$ cat config.mk
export PLATFORM = sky130hd
export DESIGN_NAME = data_memory_arbiter
export DESIGN_NICKNAME = d
export VERILOG_FILES = /design/src/rtl/data_memory_arbiter.sv
export SDC_FILE = /design/constraint.sdc
export NUM_CORES = 1
export LEC_CHECK = 0
export CORE_AREA = 5 5 134 72
export CTS_BUF_LIST = sky130_fd_sc_hd__clkbuf_2 sky130_fd_sc_hd__clkbuf_4 sky130_fd_sc_hd__clkbuf_8
export CTS_CLUSTER_DIAMETER = 60
export DETAILED_ROUTE_END_ITERATION = 8
export DIE_AREA = 0 0 139 77
export PLACE_DENSITY = 0.77
export SLEW_MARGIN = 10
export SYNTH_ARGS = -nofsm -noshare
export SYNTH_HDL_FRONTEND = slang
export SYNTH_SLANG_ARGS = --single-unit
$ cat constraint.sdc
create_clock -name clk -period 1.45 [get_ports clk]
set_input_delay 0.3625 -clock clk [delete_from_list [all_inputs] [get_ports clk]]
set_output_delay 0.3625 -clock clk [all_outputs]
set_load 0.02 [all_outputs]
$ cat src/rtl/data_memory_arbiter.sv
// Round-robin arbiter and sequencer that shares the single data-memory port
// between the CPU core and the host port, with range checking and one-cycle acks.
module data_memory_arbiter #(
  parameter int DEPTH  = 513,
  parameter int ADDR_W = 16,
  parameter int DATA_W = 16
) (
  input  logic              clk,
  input  logic              rst_n,
  input  logic              core_req,
  input  logic              core_we,
  input  logic [ADDR_W-1:0] core_addr,
  input  logic [DATA_W-1:0] core_wdata,
  output logic              core_ack,
  output logic [DATA_W-1:0] core_rdata,
  output logic              core_err,
  input  logic              host_req,
  input  logic              host_we,
  input  logic [ADDR_W-1:0] host_addr,
  input  logic [DATA_W-1:0] host_wdata,
  output logic              host_ack,
  output logic [DATA_W-1:0] host_rdata,
  output logic              host_err,
  output logic              mem_we,
  output logic [ADDR_W-1:0] mem_addr,
  output logic [DATA_W-1:0] mem_data_in,
  input  logic [DATA_W-1:0] mem_data_out,
  output logic              busy
);

  typedef enum logic [1:0] {IDLE, ACCESS, ACK} state_e;

  // One extra bit so DEPTH itself is representable even when DEPTH == 2**ADDR_W.
  localparam logic [ADDR_W:0] DEPTH_W = (ADDR_W + 1)'(DEPTH);

  state_e              state_q, state_d;
  logic                last_host_q, last_host_d;
  logic                win_host_q, win_host_d;
  logic                oor_q, oor_d;
  logic                mem_we_q, mem_we_d;
  logic [ADDR_W-1:0]   mem_addr_q, mem_addr_d;
  logic [DATA_W-1:0]   mem_wdata_q, mem_wdata_d;
  logic                core_ack_q, core_ack_d, core_err_q, core_err_d;
  logic                host_ack_q, host_ack_d, host_err_q, host_err_d;
  logic [DATA_W-1:0]   core_rdata_q, core_rdata_d, host_rdata_q, host_rdata_d;

  logic                grant_host;
  logic                sel_we;
  logic [ADDR_W-1:0]   sel_addr;
  logic [DATA_W-1:0]   sel_wdata;
  logic                sel_oor;
  logic [DATA_W-1:0]   ret_data;

  // Host wins when it is the only requester, or on a tie when the core went last.
  assign grant_host = host_req && (!core_req || !last_host_q);
  assign sel_we     = grant_host ? host_we    : core_we;
  assign sel_addr   = grant_host ? host_addr  : core_addr;
  assign sel_wdata  = grant_host ? host_wdata : core_wdata;
  assign sel_oor    = ({1'b0, sel_addr} >= DEPTH_W);

  // Only an in-range read returns memory data; writes and rejected accesses return 0.
  assign ret_data = (!mem_we_q && !oor_q) ? mem_data_out : '0;

  always_comb begin
    // NOTE: every signal assigned here gets a default first so no path infers a latch.
    state_d      = state_q;
    last_host_d  = last_host_q;
    win_host_d   = win_host_q;
    oor_d        = oor_q;
    mem_we_d     = 1'b0;
    mem_addr_d   = mem_addr_q;
    mem_wdata_d  = mem_wdata_q;
    core_ack_d   = 1'b0;
    core_err_d   = 1'b0;
    core_rdata_d = '0;
    host_ack_d   = 1'b0;
    host_err_d   = 1'b0;
    host_rdata_d = '0;

    unique case (state_q)
      IDLE: begin
        if (core_req || host_req) begin
          win_host_d  = grant_host;
          oor_d       = sel_oor;
          mem_we_d    = sel_we && !sel_oor;
          mem_addr_d  = sel_addr;
          mem_wdata_d = sel_wdata;
          state_d     = ACCESS;
        end
      end
      ACCESS: begin
        last_host_d = win_host_q;
        if (win_host_q) begin
          host_ack_d   = 1'b1;
          host_err_d   = oor_q;
          host_rdata_d = ret_data;
        end else begin
          core_ack_d   = 1'b1;
          core_err_d   = oor_q;
          core_rdata_d = ret_data;
        end
        state_d = ACK;
      end
      ACK:     state_d = IDLE;
      default: state_d = IDLE;
    endcase
  end

  // NOTE: sequential state uses non-blocking assignments so every register samples
  // the same pre-edge values; reset starts last_grant at host so the core wins the first tie.
  always_ff @(posedge clk or negedge rst_n) begin
    if (!rst_n) begin
      state_q      <= IDLE;
      last_host_q  <= 1'b1;
      win_host_q   <= 1'b0;
      oor_q        <= 1'b0;
      mem_we_q     <= 1'b0;
      mem_addr_q   <= '0;
      mem_wdata_q  <= '0;
      core_ack_q   <= 1'b0;
      core_err_q   <= 1'b0;
      core_rdata_q <= '0;
      host_ack_q   <= 1'b0;
      host_err_q   <= 1'b0;
      host_rdata_q <= '0;
    end else begin
      state_q      <= state_d;
      last_host_q  <= last_host_d;
      win_host_q   <= win_host_d;
      oor_q        <= oor_d;
      mem_we_q     <= mem_we_d;
      mem_addr_q   <= mem_addr_d;
      mem_wdata_q  <= mem_wdata_d;
      core_ack_q   <= core_ack_d;
      core_err_q   <= core_err_d;
      core_rdata_q <= core_rdata_d;
      host_ack_q   <= host_ack_d;
      host_err_q   <= host_err_d;
      host_rdata_q <= host_rdata_d;
    end
  end

  assign mem_we      = mem_we_q;
  assign mem_addr    = mem_addr_q;
  assign mem_data_in = mem_wdata_q;
  assign core_ack    = core_ack_q;
  assign core_err    = core_err_q;
  assign core_rdata  = core_rdata_q;
  assign host_ack    = host_ack_q;
  assign host_err    = host_err_q;
  assign host_rdata  = host_rdata_q;
  assign busy        = (state_q != IDLE);

endmodule

# == After elaboration in Yosys (flattened, before gate mapping) ==
# Index checks and enable logic that the tools add are counted.
# classes
magnitude_cmp,1
eq_ne,2
muxes,20
n_reduce_logical,13
# op_table
operator,count
16-bit two-way mux,7
"16-bit by 10-bit >= comparator with 1-bit output, second input constant",1
1-bit two-way mux,11
1-bit zero test,5
2-bit case mux with 2 select lines,1
1-bit logical AND,3
"2-bit by 1-bit equality test with 1-bit output, second input constant",1
2-bit zero test,1
1-bit logical OR,2
2-bit two-way mux,1
"2-bit inequality test, second input constant",1
2-bit AND reduction,1
2-bit nonzero test,1
# word_totals
regBits,74
input_bits,86

# == Logic depth before layout (Yosys ltp) ==
# depth
ltp_word,9
mapped_depth,6
mapped_depth_nobuf,4

# == Worst setup path before layout ==
# No wires, ideal clock.
# synth_path
path_type,input to register
start,input core_addr[6]
end,register oor_q
arrival_ns,1.420
setup_slack_ns,-0.096
cell_stages,4
path_buffers,0
cell_sequence,or4_1 > nor3_2 > a211oi_1 > o32a_1
# synth_between
elab_chain_cells,2
# synth_lines
item,line,text
from (decl),12,"input logic [ADDR_W-1:0] core_addr,"
16-bit two-way mux,57,assign sel_addr = grant_host ? host_addr : core_addr;
16-bit by 10-bit >= comparator with 1-bit output,59,"assign sel_oor = ({1'b0, sel_addr} >= DEPTH_W);"
to (signal assigned),130,oor_q <= oor_d;
to (decl),39,"logic oor_q, oor_d;"
# Every way passes these cells.
# A chain may end at the register's enable or synchronous reset.

# == Worst setup path after layout ==
# layout_path
start,input core_addr[15]
end,register oor_q
# The elaborated chain is that of the path after synthesis.

==> results.sh <==
export IMPL_status="complete, but fails checks"
export IMPL_violations="setup timing"
export IMPL_synth_enable_flop_cells=0
export IMPL_synth_xor_area_share=0
export IMPL_numCtsBuffers=9
export IMPL_dr_pass1_iters=4
export IMPL_nNetsFinal=521
export IMPL_maxSlewViolCount=0
export IMPL_ys_ff_latch=74
export IMPL_cts_root_buf="clkbuf_8"
export IMPL_min_period_ns=1.563
export IMPL_cp_start_kind="input port"
export IMPL_synth_compound_area_frac=0.07594
export IMPL_fin_ws_ns=-0.1131
export IMPL_grt_pass1_wl_um=14350
export IMPL_synth_top_family_by_area="simple AND/OR/NAND/NOR gates"
export IMPL_grt_util_all_layers=0.1691
export IMPL_muxShareOfSynthArea=0.1092
export IMPL_route_vias_total=2565
export IMPL_row_count=24
export IMPL_layout_common_cells="clkdlybuf4s50_1 (74), dfrtp_1 (73), dlygate4sd2_1 (51)"
export IMPL_synth_distinct_cells=27
export IMPL_routed_via_density=4.605
export IMPL_syn_nets=337
export IMPL_final_hold_viol_count=0
export IMPL_p_leak_nw=2.549
export IMPL_worst_slew_pin_slew_ns=0.4026
export IMPL_start_util=0.3488
export IMPL_io_pins=156
export IMPL_endpoint_kind="register"
export IMPL_timing_rr_start="last_host_q$_DFFE_PN1P_"
export IMPL_clk_pin_slew_ns=0.08
export IMPL_crit_path_top_delay_cell="or4_1"
export IMPL_grt_pass1_vias=2795
export IMPL_crit_type="in -> reg"
export IMPL_gp_congestion=0.8324
export IMPL_max_freq_mhz=639.8
export IMPL_die_width_um=139
export IMPL_cp_required_ns=1.68
export IMPL_async_reset_ff_frac=1.000
export IMPL_wirelength_um=8855
export IMPL_drtAntennaViolNets=0
export IMPL_dpl_hpwl_um=6693
export IMPL_synth_top_flop_cell="dfrtp_1"
export IMPL_cts_sinks=74
export IMPL_crit_path_max_fanout=2
export IMPL_syn_area_um2=2933
export IMPL_relSlewSlack=0.7316
export IMPL_synthAdderAreaFrac=0
export IMPL_totalPowerFinal_mw=7.951
export IMPL_final_cells=557
export IMPL_drive_above_1_share=0.1705
export IMPL_core_um2=8408
export IMPL_crit_path_cell_trace="dlygate4sd2_1, or4_1, nor3_1, a31oi_1, o32a_1"
export IMPL_clock_latency_ns=0.34
export IMPL_dr_first_iter_drc_count=62
export IMPL_final_common_cell="clkdlybuf4s50_1"
export IMPL_overflow=0
export IMPL_cts_tree="yes"
export IMPL_die_h_um=77
export IMPL_diodes=0
export IMPL_synth_simple_area_share=0.1523
export IMPL_yosysSeqAreaShare=0.6318
export IMPL_arrival_ns=1.79
export IMPL_avgSynthCellArea_um2=11.68
export IMPL_p_per_area_nw_per_um2=1571
export IMPL_syn_instance_count=251
export IMPL_vdd_ir_drop_max_uv=825.1
export IMPL_die_area_um2=10700
export IMPL_numPortBuffers=155
export IMPL_crit_start="core_addr[15]"
export IMPL_hold_class="in -> async"
export IMPL_grt_max_degree=75
export IMPL_syn_to_final_growth_pct=72.57
export IMPL_ys_warnings_count=0
export IMPL_wl_per_cell_um=15.90
export IMPL_fin_crit_sh=1.078
export IMPL_rsz0062_at_grt="true"
export IMPL_antenna_found_initial=0
export IMPL_maxCapViolCount=0
export IMPL_clock_skew_ns=0.008349
export IMPL_reg2reg_depth=6
export IMPL_htreeDepth=3
export IMPL_dp_cells=532
export IMPL_cpPeakStageDelay_ns=0.53
export IMPL_setup_viol=4
export IMPL_cts_max_path_buffers=2
export IMPL_drc_errors=0
export IMPL_setup_tns_ns=-0.2430
[metal layers]
layer | wire (µm) | track usage | vias up
met2 | 3930 | 0.2662 | 103
li1 | - | - | 1255
met1 | 3890 | 0.2046 | 1192
met3 | 890 | 0.08577 | 15
met5 | 0 | 0 | -
met4 | 143 | 0.05078 | 0
[timing repair]
action,in CTS,in global routing
gates resized for setup,97,46
setup endpoints to repair,100,62
setup buffers,6,3
pin swaps,8,5
hold buffers,0,0
[cells in the mapped netlist, drive strengths merged, types with 2 or more instances]
master,number,area (µm²)
nor4,3,18.77
nor2,37,138.9
buf,9,52.55
inv,3,11.26
dfrtp,73,1827
nor3,5,30.03
or4,2,15.01
nand2b,2,12.51
and3,34,212.7
o21a,2,15.01
clkbuf,7,26.28
mux2i,32,320.3
a21oi,31,155.2
[cell type report]
cell class                      count  area (µm²)
Clock buffer                        9       123.9
Fill cell                         709        3347
Inverter                            3       11.26
Multi-Input combinational cell    158        1094
Timing Repair Buffer              189        1763
Tap cell                          117       146.4
Sequential cell                    74        1853
Clock inverter                      7       70.07
[power by group]
| part | internal (mW) | switching, mW | leakage, nW |
|---|---|---|---|
| clock network | 0.791 | 0.756 | 0.0990 |
| registers | 2.62 | 0.288 | 0.923 |
| logic | 1.54 | 1.96 | 1.53 |
[cell families (layout without fill, tap and decap cells)]
family,count (synthesis),count (layout)
flops,74,74
simple gates,86,86
buf+inv,19,208
compound gates,40,40
mux,32,32
[per-stage QoR]
step	hold WS, ns	utilization	area [µm²]	setup WS, ns
3_3_place_gp	0.4040	0.5693	4787	-0.5610
3_5_place_dp	0.4043	0.5693	4787	-0.5878
2_1_floorplan	0.06691	-	2933	-0.09596
4_1_cts	0.02640	0.5942	4996	-0.1345
6_report	0.007458	0.6019	5061	-0.1131
5_1_grt	0.03143	0.6019	5061	-0.1643
[path summary, 6_finish.rpt]
kind	endpoint	slack [ns]
max in group asynchronous	last_host_q$_DFFE_PN1P_	1.07
min reg2reg	mem_addr[12]$_DFFE_PN0P_	0.49
max reg2reg	mem_we$_DFF_PN0_	-0.11
min	mem_addr[6]$_DFFE_PN0P_	0.007
max	oor_q$_DFFE_PN0P_	-0.11
min in group clk	mem_addr[11]$_DFFE_PN0P_	0.48
[worst max-delay path, delay by kind of cell]
kind / cells / cell delay (ns)
AO/OA/AOI/OAI: 2 / 0.47
buffers and inverters: 1 / 0.24
AND/OR/NAND/NOR: 2 / 0.72
[state kept, by name, indices dropped and copies added (netlist names)]
name / count
core_rdata: 16
mem_data_in: 16
win_host_q: 1
host_rdata: 16
last_host_q: 1
core_ack: 1
state_q: 2
core_err: 1
oor_q: 1
mem_we: 1
mem_addr: 16
host_ack: 1
host_err: 1
No activity file was read; power rests on OpenSTA's default activity.
